File: src/rtl/instr_fetch_unit.sv
`timescale 1ns/1ps
`default_nettype none
// ============================================================================
//  Module      : instr_fetch_unit
//  Description : Instruction fetch stage feeding decode. Holds the PC, issues
//                in-order word requests to instruction memory, buffers the
//                returned words in a small queue and presents the head to
//                decode as {instr, pc} under a valid/ready handshake. A taken
//                branch from decode (jump & jaccept) flushes the wrong path
//                and restarts fetch at the word-aligned target.
//
//  Ports       : clk, rst_n            clock, synchronous active-low reset
//                imem_req_*            request channel (valid/ready/addr)
//                imem_resp_*           in-order response channel (valid/data)
//                fetch_valid/ready     decode handshake
//                fetch_instr_pc        {instr[63:32], pc[31:0]} of queue head
//                jump/jaccept/jaddr    redirect from decode
//
//  Revision    : 1.0  initial release
// ============================================================================
module instr_fetch_unit #(
    parameter logic [31:0] RESET_PC   = 32'h0000_0000,
    parameter int          FIFO_DEPTH = 4,
    parameter int          CNT_W      = 3
) (
    input  logic        clk,
    input  logic        rst_n,
    output logic        imem_req_valid,
    input  logic        imem_req_ready,
    output logic [31:0] imem_req_addr,
    input  logic        imem_resp_valid,
    input  logic [31:0] imem_resp_data,
    output logic        fetch_valid,
    input  logic        fetch_ready,
    output logic [63:0] fetch_instr_pc,
    input  logic        jump,
    input  logic        jaccept,
    input  logic [31:0] jaddr
);

    localparam int                 c_PTR_W      = (FIFO_DEPTH > 1) ? $clog2(FIFO_DEPTH) : 1;
    localparam int                 c_SUM_W      = CNT_W + 1;
    localparam logic [c_SUM_W-1:0] c_DEPTH      = c_SUM_W'(FIFO_DEPTH);
    // Ceiling on words still owed by memory (discard + outstanding), sized so
    // the discard counter can never wrap even under repeated redirects.
    localparam logic [c_SUM_W:0]   c_FLIGHT_MAX = {1'b0, {c_SUM_W{1'b1}}};

    // ------------------------------------------------------------------
    // State
    // ------------------------------------------------------------------
    logic [31:0]        r_pc;
    logic               r_run;          // low for one cycle after reset
    logic [CNT_W-1:0]   r_occ;          // filled queue entries
    logic [CNT_W-1:0]   r_out;          // accepted requests awaiting data
    logic [c_SUM_W-1:0] r_disc;         // stale responses still to drop
    logic [c_PTR_W-1:0] r_rd_ptr;       // queue head
    logic [c_PTR_W-1:0] r_fill_ptr;     // slot the next response fills
    logic [c_PTR_W-1:0] r_issue_ptr;    // slot reserved by the next request
    logic [31:0]        r_instr_q [FIFO_DEPTH];
    logic [31:0]        r_pc_q    [FIFO_DEPTH];
    logic [63:0]        r_head;

    // ------------------------------------------------------------------
    // Combinational control
    // ------------------------------------------------------------------
    logic               w_redirect;
    logic [31:0]        w_target;
    logic [c_SUM_W-1:0] w_reserved;
    logic [c_SUM_W:0]   w_flight;
    logic               w_req_valid;
    logic               w_req_fire;
    logic               w_drop;
    logic               w_push;
    logic               w_pop;
    logic               w_unused;

    assign w_redirect  = jump & jaccept;
    assign w_target    = {jaddr[31:2], 2'b00};
    assign w_unused    = ^jaddr[1:0];
    assign w_reserved  = {1'b0, r_occ} + {1'b0, r_out};
    assign w_flight    = (c_SUM_W + 1)'(r_disc) + (c_SUM_W + 1)'(r_out);
    assign w_req_valid = r_run & ~w_redirect & (w_reserved < c_DEPTH)
                       & (w_flight < c_FLIGHT_MAX);
    assign w_req_fire  = w_req_valid & imem_req_ready;
    assign w_drop      = imem_resp_valid & (r_disc != '0);
    assign w_push      = imem_resp_valid & (r_disc == '0);
    assign w_pop       = (r_occ != '0) & fetch_ready;

    logic [31:0]        w_pc_nxt;
    logic [CNT_W-1:0]   w_occ_nxt;
    logic [CNT_W-1:0]   w_out_nxt;
    logic [c_SUM_W-1:0] w_disc_nxt;
    logic [c_PTR_W-1:0] w_rd_nxt;
    logic [c_PTR_W-1:0] w_fill_nxt;
    logic [c_PTR_W-1:0] w_issue_nxt;
    logic               w_head_upd;
    logic [63:0]        w_head_nxt;

    always_comb begin
        w_pc_nxt    = r_pc;
        w_occ_nxt   = r_occ;
        w_out_nxt   = r_out;
        w_disc_nxt  = r_disc;
        w_rd_nxt    = r_rd_ptr;
        w_fill_nxt  = r_fill_ptr;
        w_issue_nxt = r_issue_ptr;
        if (w_redirect) begin
            // Every word still owed by memory becomes stale; a response
            // arriving this cycle (dropped or not) settles one of them.
            w_pc_nxt    = w_target;
            w_occ_nxt   = '0;
            w_out_nxt   = '0;
            w_disc_nxt  = c_SUM_W'(w_flight - (c_SUM_W + 1)'(imem_resp_valid));
            w_rd_nxt    = '0;
            w_fill_nxt  = '0;
            w_issue_nxt = '0;
        end else begin
            w_occ_nxt = r_occ + CNT_W'(w_push) - CNT_W'(w_pop);
            w_out_nxt = r_out + CNT_W'(w_req_fire) - CNT_W'(w_push);
            if (w_req_fire) begin
                w_pc_nxt    = r_pc + 32'd4;
                w_issue_nxt = r_issue_ptr + c_PTR_W'(1);
            end
            if (w_drop) begin
                w_disc_nxt = r_disc - c_SUM_W'(1);
            end
            if (w_push) begin
                w_fill_nxt = r_fill_ptr + c_PTR_W'(1);
            end
            if (w_pop) begin
                w_rd_nxt = r_rd_ptr + c_PTR_W'(1);
            end
        end
    end

    // Output register tracks the entry that will be at the head after this
    // edge. When that entry is being written this same cycle (queue empty or
    // draining its last entry) the response data is bypassed in.
    always_comb begin
        w_head_upd = ~w_redirect & (w_occ_nxt != '0);
        if (w_push && (r_fill_ptr == w_rd_nxt)) begin
            w_head_nxt = {imem_resp_data, r_pc_q[r_fill_ptr]};
        end else begin
            w_head_nxt = {r_instr_q[w_rd_nxt], r_pc_q[w_rd_nxt]};
        end
    end

    // ------------------------------------------------------------------
    // Registers
    // ------------------------------------------------------------------
    always_ff @(posedge clk) begin
        if (!rst_n) begin
            r_pc        <= RESET_PC;
            r_run       <= 1'b0;
            r_occ       <= '0;
            r_out       <= '0;
            r_disc      <= '0;
            r_rd_ptr    <= '0;
            r_fill_ptr  <= '0;
            r_issue_ptr <= '0;
            r_head      <= '0;
        end else begin
            r_pc        <= w_pc_nxt;
            r_run       <= 1'b1;
            r_occ       <= w_occ_nxt;
            r_out       <= w_out_nxt;
            r_disc      <= w_disc_nxt;
            r_rd_ptr    <= w_rd_nxt;
            r_fill_ptr  <= w_fill_nxt;
            r_issue_ptr <= w_issue_nxt;
            if (w_head_upd) begin
                r_head <= w_head_nxt;
            end
        end
    end

    // The request PC is stored with its slot at issue; the instruction word
    // joins it when the response arrives.
    always_ff @(posedge clk) begin
        if (rst_n) begin
            if (w_req_fire) begin
                r_pc_q[r_issue_ptr] <= r_pc;
            end
            if (w_push && !w_redirect) begin
                r_instr_q[r_fill_ptr] <= imem_resp_data;
            end
        end
    end

    // ------------------------------------------------------------------
    // Outputs
    // ------------------------------------------------------------------
    assign imem_req_valid = w_req_valid;
    assign imem_req_addr  = r_pc;
    assign fetch_valid    = (r_occ != '0);
    assign fetch_instr_pc = r_head;

endmodule
`default_nettype wire

File: config.mk
export PLATFORM = sky130hd
export DESIGN_NAME = instr_fetch_unit
export DESIGN_NICKNAME = d
export VERILOG_FILES = /design/src/rtl/instr_fetch_unit.sv
export SDC_FILE = /design/constraint.sdc
export NUM_CORES = 1
export LEC_CHECK = 0
export ABC_AREA = 0
export BUFFER_PORTS_ARGS = -buffer_cell sky130_fd_sc_hd__buf_2
export CORE_MARGIN = 1.5
export CORE_UTILIZATION = 45
export CTS_CLUSTER_DIAMETER = 40
export CTS_CLUSTER_SIZE = 10
export DETAILED_ROUTE_END_ITERATION = 16
export GPL_TIMING_DRIVEN = 1
export PLACE_DENSITY = 0.74
export REMOVE_ABC_BUFFERS = 1
export SYNTH_ARGS = -nofsm -noshare
export SYNTH_HDL_FRONTEND = slang
export SYNTH_SLANG_ARGS = --single-unit
File: constraint.sdc
create_clock -name clk -period 5.05 [get_ports clk]
set_input_delay 0.505 -clock clk [delete_from_list [all_inputs] [get_ports clk]]
set_output_delay 0.505 -clock clk [all_outputs]
set_load 0.05 [all_outputs]
==> summary.txt, run 1 <==
Place
  – Placed cell area: between 15,000 and 20,000 um2
  – RD Place Congestion: between 0.8 and 0.9
  – Pre-CTS WS: ~1100 ps
  – Placed insts: around 1,800
  – Port buffer count: 162
  – Post-DP HPWL: about 25,000 um

Layout
  – Area of the multi-input gates: between 5000 and 6000 um2
  – # nets final: roughly 1,500
  – Final Util: 0.534
  – Filler cells: a little under 3,000
  – Non-Filler Instances: between 1,500 and 2,000
  – ANT cells: 0
  – Fraction of layout cells with a size suffix above 1: 0.225
  – Synthesis-to-finish area growth: 17.7%
  – Fin area: ~19,000 um2
  – FF+latch area: around 9700 um2

STA
  – Max Fclk: between 200 and 250 MHz
  – Final hold vios: 0
  – Slew Viols, Final: 0
  – Fin crit share: 0.795
  – Actual slew at the worst max-slew pin: roughly 1100 ps
  – Final hold slack: between 150 and 200 ps
  – RSZ-0062 raised after global routing: no
  – Final min period: roughly 4000 ps
  – Setup-failing EPs final: 0
  – Final WS setup: roughly 1000 ps
  – Final clock skew: between 10 and 15 ps
  – Rel. slew slack: 0.270
  – Setup TNS: 0 ps

Routing
  – Vias/cell: 6.35
  – Routed WL per cell: between 20 and 25 um
  – DRT iter0 DRCs: approximately 1,100
  – Drt first pass iters: 5
  – Via count: 11,900
  – Routed WL: about 44,000 um
  – Post-route DRC: 0
  – Remaining antenna violation count: 0

Yosys
  – Sequential area share after synthesis: 0.602
  – Main synth FF type: edfxtp_1
  – Asr flop ratio synth: 0
  – Warnings, synthesis: 0
  – Synth Register Bits: 359
  – Synthesized instance count: between 1,000 and 1,500
  – Syn Area/Cell: 12.9 um2
  – Post-synth EDFFs: 248
  – Synth Cell Area: approximately 16,000 um2
  – Yosys cell types: 54

Critical path
  – Crit-path max FO: 19
  – Crit path required time: approximately 5500 ps
  – Worst r2r path cells: 14
  – Crit path kind: flip-flop to flip-flop
  – CP Capture Type: flip-flop
  – Crit path arrival time: about 4500 ps
  – CP Launch Type: flip-flop

GRT
  – Vias in the first global route: between 10,000 and 15,000
  – Global-route wire length before repair: approximately 66,000 um
  – Global Route Usage Sum: 0.236
  – Largest net degree at the start of global routing: 85
  – Global route overflow: 0
  – Initial antenna violation count: 0

Clocking
  – Clk pin slew, worst setup/hold paths: approximately 60 ps
  – Inserted Clock Buffers: 49
  – CTS root buffer: clkbuf_16
  – Clk_lat worst skew: roughly 560 ps
  – CTS sink count: ~360
  – Setup bufs post-CTS: 0
  – Hold Buf Count CTS: 0
  – CTS max path bufs: 3
  – CTS tree: done
  – PostCTS Resize Cnt: 0
  – CTS H-tree lvls: 2

Power and ir drop
  – Int Pwr: just under 7 mW
  – Leak: 6.56 nW
  – Pwr dens: 559 nW/um2
  – Comb pwr share: 0.338
  – Switching share of power: 0.360
  – Clock power share: 0.313
  – VDD IR max: between 0.0003 and 0.0004 V
  – Sequential share of power: 0.349
  – Net switching power: 3.81 mW
  – Total chip power: ~11 mW

Floorplanning
  – Die span in x: about 190 um
  – Core box area: between 30,000 and 40,000 um2
  – Io pins: 169
  – Num rows: between 60 and 70
  – Initial core utilization: 0.454
  – Die ar.: about 37,000 um2
  – Die Span Y: around 190 um

Hold path
  – Hold Crit Depth: 3
  – Hold/Removal Path Class: input port to flip-flop

Run
  – Maxcap violations: 0

Status
  – Status: complete, no violations
## logic make-up after synthesis
| family | synth area share |
|---|---|
| fa+ha+maj | 0.0209 |
| other cells | 0.000233 |
| buf+inv | 0.0334 |
| mux | 0.0433 |
| xor+xnor | 0.0233 |
| compound gates | 0.184 |
| flops | 0.602 |
| simple gates | 0.0934 |
## area by class of cell
| type | count | area share |
|---|---|---|
| Tap cell | 461 | 0.0305 |
| Clock buffer | 75 | 0.0782 |
| Inverter | 20 | 0.00397 |
| Clock inverter | 15 | 0.00635 |
| Sequential cell | 359 | 0.512 |
| Timing Repair Buffer | 188 | 0.0552 |
| Multi-Input combinational cell | 758 | 0.314 |
## flip-flops by register name, summed over array words and instances (netlist names), named ones only
signal and cells:
r_instr_q 128, r_occ 3, r_out 3, r_run 1, fetch_instr_pc 62, r_fill_ptr 2
imem_req_addr 30, r_issue_ptr 2, r_pc_q 120, r_disc 4, r_rd_ptr 2
## cell usage in the layout (no fill, tap or decap), types with 23 or more instances in the layout
master	instances
edfxtp_1	248
buf_2	162
dfxtp_1	109
nor3_1	77
and2_1	65
o21a_1	64
a211oi_1	63
o22ai_1	63
a221o_1	62
o221ai_1	62
clkbuf_16	52
xnor2_1	35
a21oi_1	33
mux4_2	30
nand2_1	29
o21ai_0	29
buf_4	23
## metal layers
| metal | share of wire | vias up | global-route usage |
|---|---|---|---|
| met5 | 0 | - | 0 |
| met4 | 0.029 | 0 | 0.0945 |
| met3 | 0.086 | 106 | 0.0365 |
| met2 | 0.50 | 640 | 0.407 |
| met1 | 0.39 | 5888 | 0.298 |
| li1 | - | 5271 | - |
## power groups by stage
stage	logic (mW)	clock network (mW)	registers, mW
global placement	3.47	0	3.74
global route	3.84	3.46	3.72
floorplan	1.90	0	4.26
finish	3.57	3.31	3.69
CTS	3.57	3.35	3.69
detailed placement	3.56	0	3.74
## cells in the mapped netlist, types with 33 or more instances
master | count | area share
edfxtp_1 | 248 | 0.46
dfxtp_1 | 111 | 0.14
clkbuf_1 | 90 | 0.021
nor3_1 | 77 | 0.024
and2_1 | 69 | 0.027
o21a_1 | 64 | 0.030
o22ai_1 | 64 | 0.025
a211oi_1 | 63 | 0.029
a221o_1 | 62 | 0.039
o221ai_1 | 62 | 0.034
xnor2_1 | 36 | 0.020
a21oi_1 | 33 | 0.010
## final timing paths
kind,from,end,slack [ps]
worst max-delay path,r_disc[0],fetch_instr_pc[23],1030
worst min register to register,fetch_instr_pc[58],fetch_instr_pc[58],480
worst min-delay path,jaddr[17],imem_req_addr[17],150
worst max register to register,r_disc[0],fetch_instr_pc[23],1030
## worst max-delay path, stage by stage, from the launching register on
cell and delay (ps):
dfxtp_1 320, inv_1 110, ha_1 180, nand4bb_1 310
ha_1 420, inv_1 50, ha_1 180, fa_1 370
xor3_1 390, nand2_1 150, nand3_1 170, a211o_2 540
buf_4 310, nor3_1 280, a221o_1 160
(Power assumes the default switching activity.)
==> run 2, diff against run 1 <==
--- a/config.mk
+++ b/config.mk
@@ -13,7 +13,7 @@
 export CTS_CLUSTER_SIZE = 10
 export DETAILED_ROUTE_END_ITERATION = 16
 export GPL_TIMING_DRIVEN = 1
-export PLACE_DENSITY = 0.74
+export PLACE_DENSITY = 0.76
 export REMOVE_ABC_BUFFERS = 1
 export SYNTH_ARGS = -nofsm -noshare
 export SYNTH_HDL_FRONTEND = slang
==> constraint.sdc (replaced) <==
create_clock -name clk -period 3.69 [get_ports clk]
set_input_delay 0.369 -clock clk [delete_from_list [all_inputs] [get_ports clk]]
set_output_delay 0.369 -clock clk [all_outputs]
set_load 0.05 [all_outputs]
==> run 2 against run 1 <==
Net effect:
- critical endpoint is now fetch_instr_pc[38]
- die area is the same
- sequential power grew 37%
- non-clock buffer count grew 14
- largest cell class unchanged
- register-to-register slack lost 860 ps
- largest power group is now combinational logic
- final cell count grew 0.59%
==> summary.txt, run 2 (synthesis gave the netlist of run 1 again) <==
Status
  – Status: complete, no violations (unchanged)

Layout
  – Commonest cells after routing, fill and taps aside: 248 x edfxtp_1, 162 x buf_2, 109 x dfxtp_1 (unchanged)
  – Largest register FFs: 128 (unchanged)
  – # nets final: 1,484 (was 1,472)
  – Commonest non-fill, non-tap cell in the layout: edfxtp_1 (unchanged)
  – Fraction of layout cells with a size suffix above 1: 0.228 (was 0.225)
  – Biggest register: r_instr_q (unchanged)
  – Synthesis-to-finish area growth: 18.2% (was 17.7%)

Floorplanning
  – Io pins: 169 (unchanged)
  – Die ar.: 36,900 um2 (unchanged)
  – Core box area: 35,400 um2 (unchanged)
  – Initial core utilization: 0.454 (unchanged)
  – Die span in x: 192 um (unchanged)
  – Die Span Y: 192 um (unchanged)
  – Num rows: 69 (unchanged)

STA
  – Max Fclk: 284 MHz (was 249 MHz)
  – Final clock skew: 20.4 ps (was 14.9 ps)
  – Setup-failing EPs final: 0 (unchanged)
  – Slew Viols, Final: 0 (unchanged)
  – Final WS setup: 172 ps (was 1030 ps)
  – Actual slew at the worst max-slew pin: 997 ps (was 1100 ps)
  – Fin crit share: 0.953 (was 0.795)
  – Final hold vios: 0 (unchanged)
  – Final min period: 3520 ps (was 4020 ps)
  – RSZ-0062 raised after global routing: no (unchanged)
  – Rel. slew slack: 0.335 (was 0.270)

Power and ir drop
  – VDD IR max: 0.000493 V (was 0.000313 V)
  – Leak: 6.59 nW (was 6.56 nW)
  – Pwr dens: 763 nW/um2 (was 559 nW/um2)
  – Clock power share: 0.299 (was 0.313)
  – Switching share of power: 0.364 (was 0.360)
  – Int Pwr: 9.21 mW (was 6.77 mW)
  – Comb pwr share: 0.352 (was 0.338)
  – Net switching power: 5.27 mW (was 3.81 mW)
  – Sequential share of power: 0.350 (was 0.349)
  – Total chip power: 14.5 mW (was 10.6 mW)

Run
  – Maxcap violations: 0 (unchanged)

GRT
  – Vias in the first global route: 12,200 (was 11,900)
  – Largest net degree at the start of global routing: 63 (was 85)
  – Global Route Usage Sum: 0.241 (was 0.236)
  – Initial antenna violation count: 2 (was 0)
  – Global-route wire length before repair: 67,800 um (was 66,300 um)
  – Global route overflow: 0 (unchanged)

Critical path
  – Slowest stage delay, CP: 400 ps (was 540 ps)
  – Crit path arrival time: 4020 ps (was 4510 ps)
  – RR Endpoint: fetch_instr_pc[38] (was fetch_instr_pc[23])
  – Crit path kind: flip-flop to flip-flop (unchanged)
  – CP Launch Type: flip-flop (unchanged)
  – Crit-path slowest cell: xor3_1 (was a211o_2)
  – CP Capture Type: flip-flop (unchanged)
  – Critical Path, Cell by Cell: inv_1 -> ha_1 -> nand4bb_1 -> ha_1 -> inv_1 -> ha_1 -> fa_1 -> xor3_1 -> nand2_1 -> nand3_1 -> a211o_2 -> buf_12 -> nor3_1 -> a221o_1 (was inv_1 -> ha_1 -> nand4bb_1 -> ha_1 -> inv_1 -> ha_1 -> fa_1 -> xor3_1 -> nand2_1 -> nand3_1 -> a211o_2 -> buf_4 -> nor3_1 -> a221o_1)
  – Crit-path max FO: 27 (was 19)
  – Worst r2r src: r_disc[0] (unchanged)
  – Crit path required time: 4190 ps (was 5540 ps)
  – Most used cell along the critical path: ha_1 (unchanged)
  – R2r setup slk: 170 ps (was 1030 ps)
  – Worst r2r path cells: 14 (unchanged)

Place
  – Post-DP HPWL: 26,200 um (was 24,800 um)
  – Port buffer count: 162 (unchanged)
  – RD Place Congestion: 0.805 (was 0.811)
  – Pre-CTS WS: 140 ps (was 1110 ps)

Routing
  – DRT iter0 DRCs: 1,372 (was 1,106)
  – Drt first pass iters: 6 (was 5)
  – Vias/cell: 6.40 (was 6.35)
  – Routed WL: 44,900 um (was 43,800 um)
  – Remaining antenna violation count: 0 (unchanged)
  – Routed WL per cell: 23.8 um (was 23.3 um)
  – Post-route DRC: 0 (unchanged)
  – Via count: 12,100 (was 11,900)

Clocking
  – CTS root buffer: clkbuf_16 (unchanged)
  – CTS max path bufs: 3 (unchanged)
  – CTS tree: done (unchanged)
  – Clk pin slew, worst setup/hold paths: 50 ps (was 60 ps)
  – Setup bufs post-CTS: 0 (unchanged)
  – Clk_lat worst skew: 560 ps (about the same)
  – CTS sink count: 359 (unchanged)
  – Inserted Clock Buffers: 47 (was 49)
  – Hold Buf Count CTS: 0 (unchanged)
  – CTS H-tree lvls: 2 (unchanged)

Hold path
  – Hold Crit Depth: 3 (unchanged)
  – Sink of the worst hold path: imem_req_addr[21] (was imem_req_addr[17])
  – Hold Path Origin: jaddr[21] (was jaddr[17])
  – Hold/Removal Path Class: input port to flip-flop (unchanged)
run 2: changes by cell type in the layout (fill, tap and decap cells not counted), moves of 2 or more:
cell,delta
buf_12,+5
buf_4,+9
clkbuf_1,+8
clkbuf_8,-7
nor3_2,+5
clkinv_2,-2
bufinv_16,+2
nor3_1,-5
clkinv_4,-4
clkbuf_16,-4
inv_6,+3
run 2: worst max-delay path by stage:
stage / start / depth (start not counted) / to / slack [ps]
after floorplan: r_rd_ptr[1] / 6 / fetch_instr_pc[10] / -1740
after global placement: r_disc[1] / 14 / fetch_instr_pc[34] / 250
after detailed placement: r_disc[0] / 14 / fetch_instr_pc[38] / 140
after CTS: r_disc[0] / 14 / fetch_instr_pc[38] / 130
after global routing: r_disc[0] / 14 / fetch_instr_pc[38] / 5
final: r_disc[0] / 14 / fetch_instr_pc[38] / 170
run 2: area by class of cell:
class / count / area (um2)
multi-input cells: 758 / 5970
inverters: 20 / 75.1
repair buffers: 202 / 1210
fillers: 2923 / 16400
diodes: 1 / 2.50
well taps: 461 / 577
clock inverters: 14 / 170
clock buffers: 72 / 1310
flip-flops and latches: 359 / 9670
run 2: power groups by stage:
stage          registers [mW]  logic, mW  clock network [mW]
5_1_grt                  5.11       5.44                4.54
6_report                 5.06       5.09                4.33
3_5_place_dp             5.13       5.02                   0
3_3_place_gp             5.11       4.88                   0
4_1_cts                  5.06       5.05                4.38
2_1_floorplan            5.83       2.60                   0
run 2: what timing repair did:
item	in CTS	in global routing
endpoints found under the setup margin	0	20
resized for setup	0	5
endpoints found under the hold margin	0	0
run 2: stage by stage:
stage	instances	utilization	hold slack [ps]	TNS (ps)	cell area [um2]
after global placement	1800	0.494	464	0	17500
after floorplan	1137	-	397	-108800	15600
final	1887	0.536	21.4	0	19000
after CTS	1886	0.536	4.34	0	19000
after global routing	1886	0.536	17.0	0	19000
after detailed placement	1800	0.494	469	0	17500
run 2: critical path: cells and delay by family (launching register included):
family	cells	cell delay [ps]
flops	1	330
compound gates	2	530
simple gates	4	780
xor+xnor	1	400
buf+inv	3	360
fa+ha+maj	4	1080
run 2: metal layers:
layer  wire, um  GRT usage  up-vias
li1           -          -     5296
met1      17400      0.301     5975
met2      22000      0.408      689
met3       4290     0.0512      106
met4       1180     0.0930        4
met5         21          0        -
